==> src/rtl/uart_tx_pkg.sv <==
// Shared definitions for the UART transmitter: state encodings, oversample
// default, shift register reset value and the parity helper.
package uart_tx_pkg;

    typedef enum logic [2:0] {
        TX_IDLE   = 3'd0,
        TX_START  = 3'd1,
        TX_DATA   = 3'd2,
        TX_PARITY = 3'd3,
        TX_STOP   = 3'd4
    } tx_state_t;

    localparam int         OVERSAMPLE_DFT = 16;
    localparam logic [7:0] DATA_REG_DFT   = 8'h00;

    // even = 1 gives a bit that makes the data plus parity have even weight
    function automatic logic parity_bit(input logic [7:0] data, input logic even);
        return even ? ^data : ~^data;
    endfunction

endpackage

==> src/rtl/uart_tx_hold.sv <==
// One-entry holding register for uart_tx: byte, frame config and precomputed
// parity. Only present when UART_TX_HOLD_EN is defined.
`ifdef UART_TX_HOLD_EN
module uart_tx_hold
    import uart_tx_pkg::*;
(
    input  logic       clk,
    input  logic       rst,
    input  logic       clr,
    input  logic       wr,
    input  logic [7:0] wr_data,
    input  logic       wr_no_parity,
    input  logic       wr_ev_parity,
    input  logic       pop,
    output logic       full,
    output logic [7:0] data,
    output logic       par,
    output logic       no_par
);

    always_ff @(posedge clk) begin
        if (rst || clr) begin
            full   <= 1'b0;
            data   <= DATA_REG_DFT;
            par    <= 1'b0;
            no_par <= 1'b1;
        end else if (wr) begin
            full   <= 1'b1;
            data   <= wr_data;
            par    <= parity_bit(wr_data, wr_ev_parity);
            no_par <= wr_no_parity;
        end else if (pop) begin
            full   <= 1'b0;
        end
    end

endmodule
`endif

==> src/rtl/uart_tx.sv <==
// UART transmitter: start, 8 data bits LSB first, optional parity, one stop.
// Define UART_TX_HOLD_EN to add a one-entry holding register for back-to-back frames.
module uart_tx
    import uart_tx_pkg::*;
#(
    parameter int OVERSAMPLE = OVERSAMPLE_DFT
) (
    input  logic       clk,
    input  logic       rst,
    input  logic       tx_data_sample,
    input  logic       tx_en,
    input  logic       no_parity,
    input  logic       ev_parity,
    input  logic       wr_data_flag,
    input  logic [7:0] txd_in,
    output logic       txd,
    output logic       tx_ready,
    output logic       tx_busy,
    output logic       tx_done,
    output logic       tx_overrun,
    output tx_state_t  state
);

    localparam logic [3:0] TICK_LAST = 4'(OVERSAMPLE - 1);

    tx_state_t  state_q, state_d;
    logic [3:0] tick_q, tick_d;
    logic [2:0] bit_q, bit_d;
    logic [7:0] shift_q, shift_d;
    logic       par_q, par_d, no_par_q, no_par_d;
    logic       txd_d, done_d;
    logic       tx_pos, accept, bit_end, stop_end, frame_start;
    logic       src_valid, load, load_par, load_no_par;
    logic [7:0] load_data;

    // Handshake: a write is taken in any clk where wr_data_flag and tx_ready are
    // both high; wr_data_flag with tx_ready low is dropped and flagged by tx_overrun.
    assign tx_pos      = tx_en & tx_data_sample;
    assign accept      = wr_data_flag & tx_ready;
    assign bit_end     = tx_pos & (tick_q == TICK_LAST);
    assign stop_end    = (state_q == TX_STOP) & bit_end;
    assign frame_start = src_valid & (((state_q == TX_IDLE) & tx_pos) | stop_end);
    assign tx_busy     = (state_q != TX_IDLE);
    assign state       = state_q;

`ifdef UART_TX_HOLD_EN
    logic       hold_full, hold_par, hold_no_par, bypass;
    logic [7:0] hold_data;

    // A write landing on the last stop tick goes straight into the shifter
    assign bypass      = stop_end & accept;
    assign tx_ready    = tx_en & ~hold_full & ~rst;
    assign src_valid   = hold_full | bypass;
    assign load        = frame_start;
    assign load_data   = hold_full ? hold_data : txd_in;
    assign load_par    = hold_full ? hold_par : parity_bit(txd_in, ev_parity);
    assign load_no_par = hold_full ? hold_no_par : no_parity;

    uart_tx_hold u_hold (
        .clk          (clk),
        .rst          (rst),
        .clr          (~tx_en),
        .wr           (accept & ~bypass),
        .wr_data      (txd_in),
        .wr_no_parity (no_parity),
        .wr_ev_parity (ev_parity),
        .pop          (frame_start & hold_full),
        .full         (hold_full),
        .data         (hold_data),
        .par          (hold_par),
        .no_par       (hold_no_par)
    );
`else
    logic pending_q;

    assign tx_ready    = tx_en & (state_q == TX_IDLE) & ~pending_q & ~rst;
    assign src_valid   = pending_q;
    assign load        = accept;
    assign load_data   = txd_in;
    assign load_par    = parity_bit(txd_in, ev_parity);
    assign load_no_par = no_parity;

    always_ff @(posedge clk) begin
        if (rst || !tx_en)    pending_q <= 1'b0;
        else if (accept)      pending_q <= 1'b1;
        else if (frame_start) pending_q <= 1'b0;
    end
`endif

    always_comb begin
        state_d  = state_q;
        tick_d   = tick_q;
        bit_d    = bit_q;
        shift_d  = shift_q;
        par_d    = par_q;
        no_par_d = no_par_q;
        done_d   = 1'b0;
        if (load) begin
            shift_d  = load_data;
            par_d    = load_par;
            no_par_d = load_no_par;
        end
        if (tx_pos && state_q != TX_IDLE) tick_d = bit_end ? 4'd0 : tick_q + 4'd1;
        unique case (state_q)
            TX_IDLE:   if (frame_start) state_d = TX_START;
            TX_START:  if (bit_end) begin
                state_d = TX_DATA;
                bit_d   = 3'd0;
            end
            TX_DATA:   if (bit_end) begin
                shift_d = {1'b0, shift_q[7:1]};
                if (bit_q == 3'd7) state_d = no_par_q ? TX_STOP : TX_PARITY;
                else               bit_d   = bit_q + 3'd1;
            end
            TX_PARITY: if (bit_end) state_d = TX_STOP;
            TX_STOP:   if (bit_end) begin
                done_d  = 1'b1;
                state_d = frame_start ? TX_START : TX_IDLE;
            end
            default:   state_d = TX_IDLE;
        endcase
        if (!tx_en) begin
            state_d = TX_IDLE;
            tick_d  = 4'd0;
            bit_d   = 3'd0;
            done_d  = 1'b0;
        end
    end

    // Line level follows the next state so txd changes on the same edge as the FSM
    always_comb begin
        txd_d = 1'b1;
        unique case (state_d)
            TX_START:  txd_d = 1'b0;
            TX_DATA:   txd_d = shift_d[0];
            TX_PARITY: txd_d = par_d;
            default:   txd_d = 1'b1;
        endcase
    end

    always_ff @(posedge clk) begin
        if (rst) begin
            state_q    <= TX_IDLE;
            tick_q     <= 4'd0;
            bit_q      <= 3'd0;
            shift_q    <= DATA_REG_DFT;
            par_q      <= 1'b0;
            no_par_q   <= 1'b1;
            txd        <= 1'b1;
            tx_done    <= 1'b0;
            tx_overrun <= 1'b0;
        end else begin
            state_q    <= state_d;
            tick_q     <= tick_d;
            bit_q      <= bit_d;
            shift_q    <= shift_d;
            par_q      <= par_d;
            no_par_q   <= no_par_d;
            txd        <= txd_d;
            tx_done    <= done_d;
            tx_overrun <= wr_data_flag & ~tx_ready;
        end
    end

endmodule

==> config.mk <==
export PLATFORM = sky130hd
export DESIGN_NAME = uart_tx
export DESIGN_NICKNAME = d
export VERILOG_FILES = /design/src/rtl/uart_tx_pkg.sv /design/src/rtl/uart_tx_hold.sv /design/src/rtl/uart_tx.sv
export SDC_FILE = /design/constraint.sdc
export NUM_CORES = 1
export LEC_CHECK = 0
export BUFFER_PORTS_ARGS = -buffer_cell sky130_fd_sc_hd__buf_2
export CELL_PAD_IN_SITES_DETAIL_PLACEMENT = 1
export CELL_PAD_IN_SITES_GLOBAL_PLACEMENT = 2
export CORE_ASPECT_RATIO = 0.7
export CORE_MARGIN = 3
export CORE_UTILIZATION = 32
export DETAILED_ROUTE_END_ITERATION = 8
export GPL_TIMING_DRIVEN = 0
export PLACE_DENSITY = 0.87
export SLEW_MARGIN = 10
export SYNTH_ARGS = -nofsm -noshare
export SYNTH_HDL_FRONTEND = slang
export SYNTH_HIERARCHICAL = 1
export SYNTH_SLANG_ARGS = --single-unit
==> constraint.sdc <==
create_clock -name clk -period 2 [get_ports clk]
set_input_delay 0.2 -clock clk [delete_from_list [all_inputs] [get_ports clk]]
set_output_delay 0.2 -clock clk [all_outputs]
set_load 0.005 [all_outputs]
; ---- Yosys cells after proc, flatten, opt, wreduce, memory -nomap -nowiden
; Index checks and enable logic that the tools add are counted.
[totals]
register_bits = 24
in_bits = 15
output_inout_bits = 8
word_cells = 76
[op_classes]
n_addsub = 2
eq_ne = 12
mux = 24
bitwise = 16
reduce_logical = 12
[ops]
columns = operator, n
row1 = 3-bit 2-to-1 mux, 11
row2 = 8-bit 2-to-1 mux, 3
row3 = 3-bit case mux with 5 select lines, 1
row4 = "3-bit by 2-bit equality test with 1-bit output, second input constant", 4
row5 = 1-bit AND, 10
row6 = 8-bit XNOR reduction, 1
row7 = 8-bit parity, 1
row8 = "3-bit by 1-bit equality test with 1-bit output, second input constant", 2
row9 = "3-bit equality test, second input constant", 2
row10 = 1-bit 2-to-1 mux, 6
row11 = "2-bit inequality test, second input constant", 3
row12 = 3-bit case mux with 2 select lines, 1
row13 = 1-bit NOT, 5
row14 = "4-bit by 1-bit adder with 4-bit output, second input constant", 1
row15 = "4-bit equality test, second input constant", 1
row16 = 4-bit 2-to-1 mux, 1
row17 = 4-bit AND reduction, 1
row18 = 2-bit nonzero test, 2
row19 = "3-bit by 1-bit adder with 3-bit output, second input constant", 1
row20 = 3-bit logical NOT, 1
row21 = 1-bit case mux with 3 select lines, 1
row22 = 3-bit nonzero test, 1
row23 = 3-bit OR reduction, 1
row24 = 2-bit OR reduction, 1
row25 = 4 further kinds, 4

; ---- Logic depth before layout (Yosys ltp)
[logic_depth]
ltp_word = 11
ltp_mapped = 7
ltp_nobuf = 7

; ---- Least setup slack after synthesis
; Ideal clock, no wire load.
[synth_timing]
path_kind = reg2reg
start = reg state_q[2] (netlist: state[2])
end = reg txd
setup_time_ps = 129
arrival_ps = 1505
required_time_ps = 1871
setup_slack_ps = 366
stages_incl_launch_ff = 6
path_buffers = 0
period_less_slack_ps = 1634
path_cell_list = dfxtp_1 > nor3_2 > and2_4 > mux2_4 > a211oi_1 > a32oi_1
[synth_via]
elab_chain_cells = 10
word_cells_on_any_way = 30
classes_between = eq/ne (7) / mux (14) / bitwise (8) / reduce/logical (1)
[synth_lines]
columns = element, line_no
row1 = from (decl), uart_tx.sv:26  ; tx_state_t state_q, state_d;
row2 = from (signal assigned), uart_tx.sv:153  ; state_q <= state_d;
row3 = 3-bit equality test / 3-bit logical NOT (equally long branches), n/a
row4 = "1-bit AND, on equally long branches", "uart_tx.sv:41, uart_tx.sv:42"
row5 = 1-bit OR, uart_tx.sv:42  ; assign frame_start = src_valid & (((state_q == TX_IDLE) & tx_pos) | stop_end);
row6 = 1-bit AND, uart_tx.sv:42
row7 = 1-bit 2-to-1 mux, uart_tx.sv:118  ; state_d = frame_start ? TX_START : TX_IDLE;
row8 = 3-bit 2-to-1 mux, uart_tx.sv:116  ; TX_STOP: if (bit_end) begin
row9 = 3-bit case mux with 5 select lines, uart_tx.sv:104  ; unique case (state_q)
row10 = 3-bit 2-to-1 mux, uart_tx.sv:122  ; if (!tx_en) begin
row11 = 3-bit by 2-bit equality test with 1-bit output / 3-bit by 1-bit equality test with 1-bit output (equally long branches), uart_tx.sv:133  ; unique case (state_d)
row12 = 1-bit case mux with 3 select lines (*), uart_tx.sv:133
row13 = to (signal assigned), uart_tx.sv:159  ; txd <= txd_d;
row14 = to (decl), uart_tx.sv:16  ; output logic txd,
; Mark *: on every way between the ends. The rest lies on a longest branch, timed or not.
; A chain may end at the register's enable or synchronous reset.

; ---- Worst setup path after layout
[layout_timing]
start = reg bit_q[0]
end = reg txd
[layout_via]
elab_chain_cells = 7
word_cells_on_any_way = 9
classes_between = eq/ne (4) / mux (5)
[layout_lines]
columns = element, line_no
row1 = from (decl), uart_tx.sv:28  ; logic [2:0] bit_q, bit_d;
row2 = from (signal assigned), uart_tx.sv:155  ; bit_q <= bit_d;
row3 = 3-bit equality test (*), uart_tx.sv:112  ; if (bit_q == 3'd7) state_d = no_par_q ? TX_STOP : TX_PARITY;
row4 = 3-bit 2-to-1 mux (*), uart_tx.sv:112
row5 = 3-bit 2-to-1 mux (*), uart_tx.sv:110  ; TX_DATA: if (bit_end) begin
row6 = 3-bit case mux with 5 select lines (*), uart_tx.sv:104
row7 = 3-bit 2-to-1 mux (*), uart_tx.sv:122
row8 = 3-bit by 2-bit equality test with 1-bit output / 3-bit by 1-bit equality test with 1-bit output (equally long branches), uart_tx.sv:133
row9 = 1-bit case mux with 3 select lines (*), uart_tx.sv:133
; Marks and branches as above.

==> impl_metrics.ini <==
[place]
dpl.cell_count = 219
post-place-ws_ps = 156
numPortBuffers = 22
dp_hpwl_mm = 2.66
dpl_cell_area_um2 = 1460
place.gp.congestion = 0.905

[power]
p_comb_frac = 0.114
p_sw_frac = 0.232
power_density_nw_per_um2 = 615
leakagePower_nw = 0.628
total_power_mw = 0.930
clockPowerShare = 0.358
switchingPower_mw = 0.216
power_frac_seq = 0.529
ir_drop_uv = 335
p_int_mw = 0.714

[floorplan]
coreArea_um2 = 3690
die_w_um = 81.7
fp.dieArea_um2 = 4820
num_rows = 18
io_pins = 23
initial_core_util = 0.348
die_height_um = 59.0

[timing]
finalCritPeriodShare = 0.930
hold_ws_ps = 152
tightest_slew_ps = 513
finalSetupViolCount = 0
hold_violations = 0
setup_tns_ps = 0
period_minus_slack_ps = 1860
fin_skew_ps = 2.33
rsz0062_at_grt = false
max_freq_mhz = 538
relSlewSlack = 0.658
maxSlewViolCount = 0
timing.final.ws_setup_ps = 140

[yosys]
synth.distinct_cells = 40
synth-edff-count = 0
synth_seq_cells = 24
syn_avg_cell_area_um2 = 8.73
synthesis.area_um2 = 1280
ys.flop_type = dfxtp_1
ys_seq_area_frac = 0.374
synthArstFlopShare = 0
syn_nets = 165
synthCells = 147
synth_warnings = 6

[routing]
wl_mm = 3.33
final_antenna_net_count = 0
drc = 0
wire_per_inst_um = 14.9
routedLengthMet1_mm = 1.73
vias = 1143
drt_iter0_drc = 80
top_layer = met4
wl_met3_um = 134
drtPass1Iterations = 4
viasPerCell = 5.13
wl_met2_mm = 1.43

[run_status]
status = finished, final reports clean

[clock_network]
cts.clk_slew.worst_paths_ps = 80
htreeDepth = 1
cts_buffers = 3
cts.sinks = 24
clk_latency_ps = 270
cts_hold_buf = 0
cts_tree = done
post_cts_buffers = 0
postCtsResizedCells = 0
root_buffer = clkbuf_8
cts.path.max_buffers = 2

[finish]
diodes = 0
syn2layout_area_growth_pct = 17.7
finalNetCount = 192
stdcell_count = 223
postLayoutCellArea_um2 = 1510
drive_gt1_frac = 0.220
fin_util = 0.409

[critical_path]
critPathArrivalTime_ps = 2050
critPathMaxFanout = 3
crit_type = reg -> reg
worstReg2RegStart = bit_q[0]
required_ps = 2190
rrSetupSlack_ps = 140
startpoint_type = flip-flop
critPathCaptureType = flip-flop
rr_endpoint = txd
rr_worst_depth = 7

[min_path]
hold-path-cell-count = 3
hp-start = no_parity
hp-class = in -> reg
holdPathEnd = no_par_q

[global_routing]
grt_use_total = 0.154
gr-total-overflow = 0
antenna_found_initial = 0
grt_max_degree = 14
grt_pass1_wl_mm = 5.60
grt_pass1_vias = 1119

[flow_run]
cap_violations = 0
-- how the worst max path moves through the flow --
stage	from	end	cells past startpoint
final	bit_q[0]	txd	7
after global routing	state[1]	shift_q[6]	4
after CTS	bit_q[0]	txd	7
after detailed placement	bit_q[0]	txd	7
after global placement	state[2]	txd	5
after floorplan	state[2]	txd	5
-- metal layers --
layer,vias to the layer above,GRT usage
met3,4,0.0380
met1,544,0.218
li1,571,-
met4,0,0.0427
met2,24,0.233
met5,-,0
-- layout make-up --
class / count / area (um^2)
Fill cell: 462 / 2180
Multi-Input combinational cell: 112 / 742
Sequential cell: 24 / 480
Timing Repair Buffer: 22 / 110
Tap cell: 50 / 62.6
Clock buffer: 4 / 55.1
Buffer: 6 / 42.5
Inverter: 5 / 18.8
-- registers in the layout, indices dropped and copies added, names as in the netlist --
signal and cells:
tx_overrun 1, no_par_q 1, par_q 1, tick_q 4, state 3, pending_q 1
bit_q 3, shift_q 8, txd 1, tx_done 1
-- kinds of logic (layout without fill, tap and decap cells) --
| group | after synthesis | count (layout) | share of synthesized area |
|---|---|---|---|
| AOI/OAI and AO/OA | 29 | 29 | 0.147 |
| xor gates and xnor gates | 9 | 9 | 0.0614 |
| adders and majority gates | 3 | 3 | 0.0292 |
| buffers and inverters | 11 | 37 | 0.0478 |
| DFF | 24 | 24 | 0.374 |
| muxes | 8 | 8 | 0.0663 |
| and+or+nand+nor | 63 | 63 | 0.274 |
-- cell usage in the layout, fill, tap and decap left out, types with 2 or more instances in the layout --
master,synthesis,layout
xor2_1,3,3
a21oi_1,8,8
inv_1,5,5
nor2_1,18,18
mux2i_1,7,7
and2_1,2,2
nand3b_1,2,2
a31oi_1,2,2
ha_1,3,3
nand2b_1,2,2
nand4_1,3,3
dfxtp_1,24,24
clkbuf_8,0,4
clkbuf_1,2,2
nor3_1,5,5
a211oi_1,9,9
nand3_1,4,4
nand2_1,13,13
nor2b_1,2,2
o21ai_0,5,5
buf_2,3,25
xnor2_1,6,6
-- worst max-delay path: stages (launching register included) --
cell and delay (ps):
dfxtp_1 340, ha_1 200, ha_1 230, a21o_1 220
a31oi_1 180, o211ai_1 150, or2_2 290, a32oi_1 170
-- power groups by stage --
stage,sequential (mW),combinational [mW],clock (mW)
4_1_cts,0.492,0.106,0.344
5_1_grt,0.493,0.117,0.366
3_3_place_gp,0.502,0.102,0
2_1_floorplan,0.501,0.0685,0
3_5_place_dp,0.503,0.106,0
6_report,0.492,0.106,0.333
-- cells in the mapped netlist (all sizes together) (2+ instances only) --
cell     n  area, um^2
a31oi    2        12.5
a21oi    8        40.0
nand4    3        18.8
nor2b    2        12.5
nor3     7        51.3
xor2     3        26.3
nor3b    2        20.0
dfxtp   24         480
mux2i    7        70.1
o21ai    5        25.0
and2     3        21.3
xnor2    6        52.6
inv      5        18.8
nand2b   2        12.5
buf      4        35.0
ha       3        37.5
a211oi   9        67.6
nand3b   2        15.0
clkbuf   2        7.51
nand2   13        48.8
nand3    4        20.0
nor2    18        67.6
No activity file was read; power rests on OpenSTA's default activity.
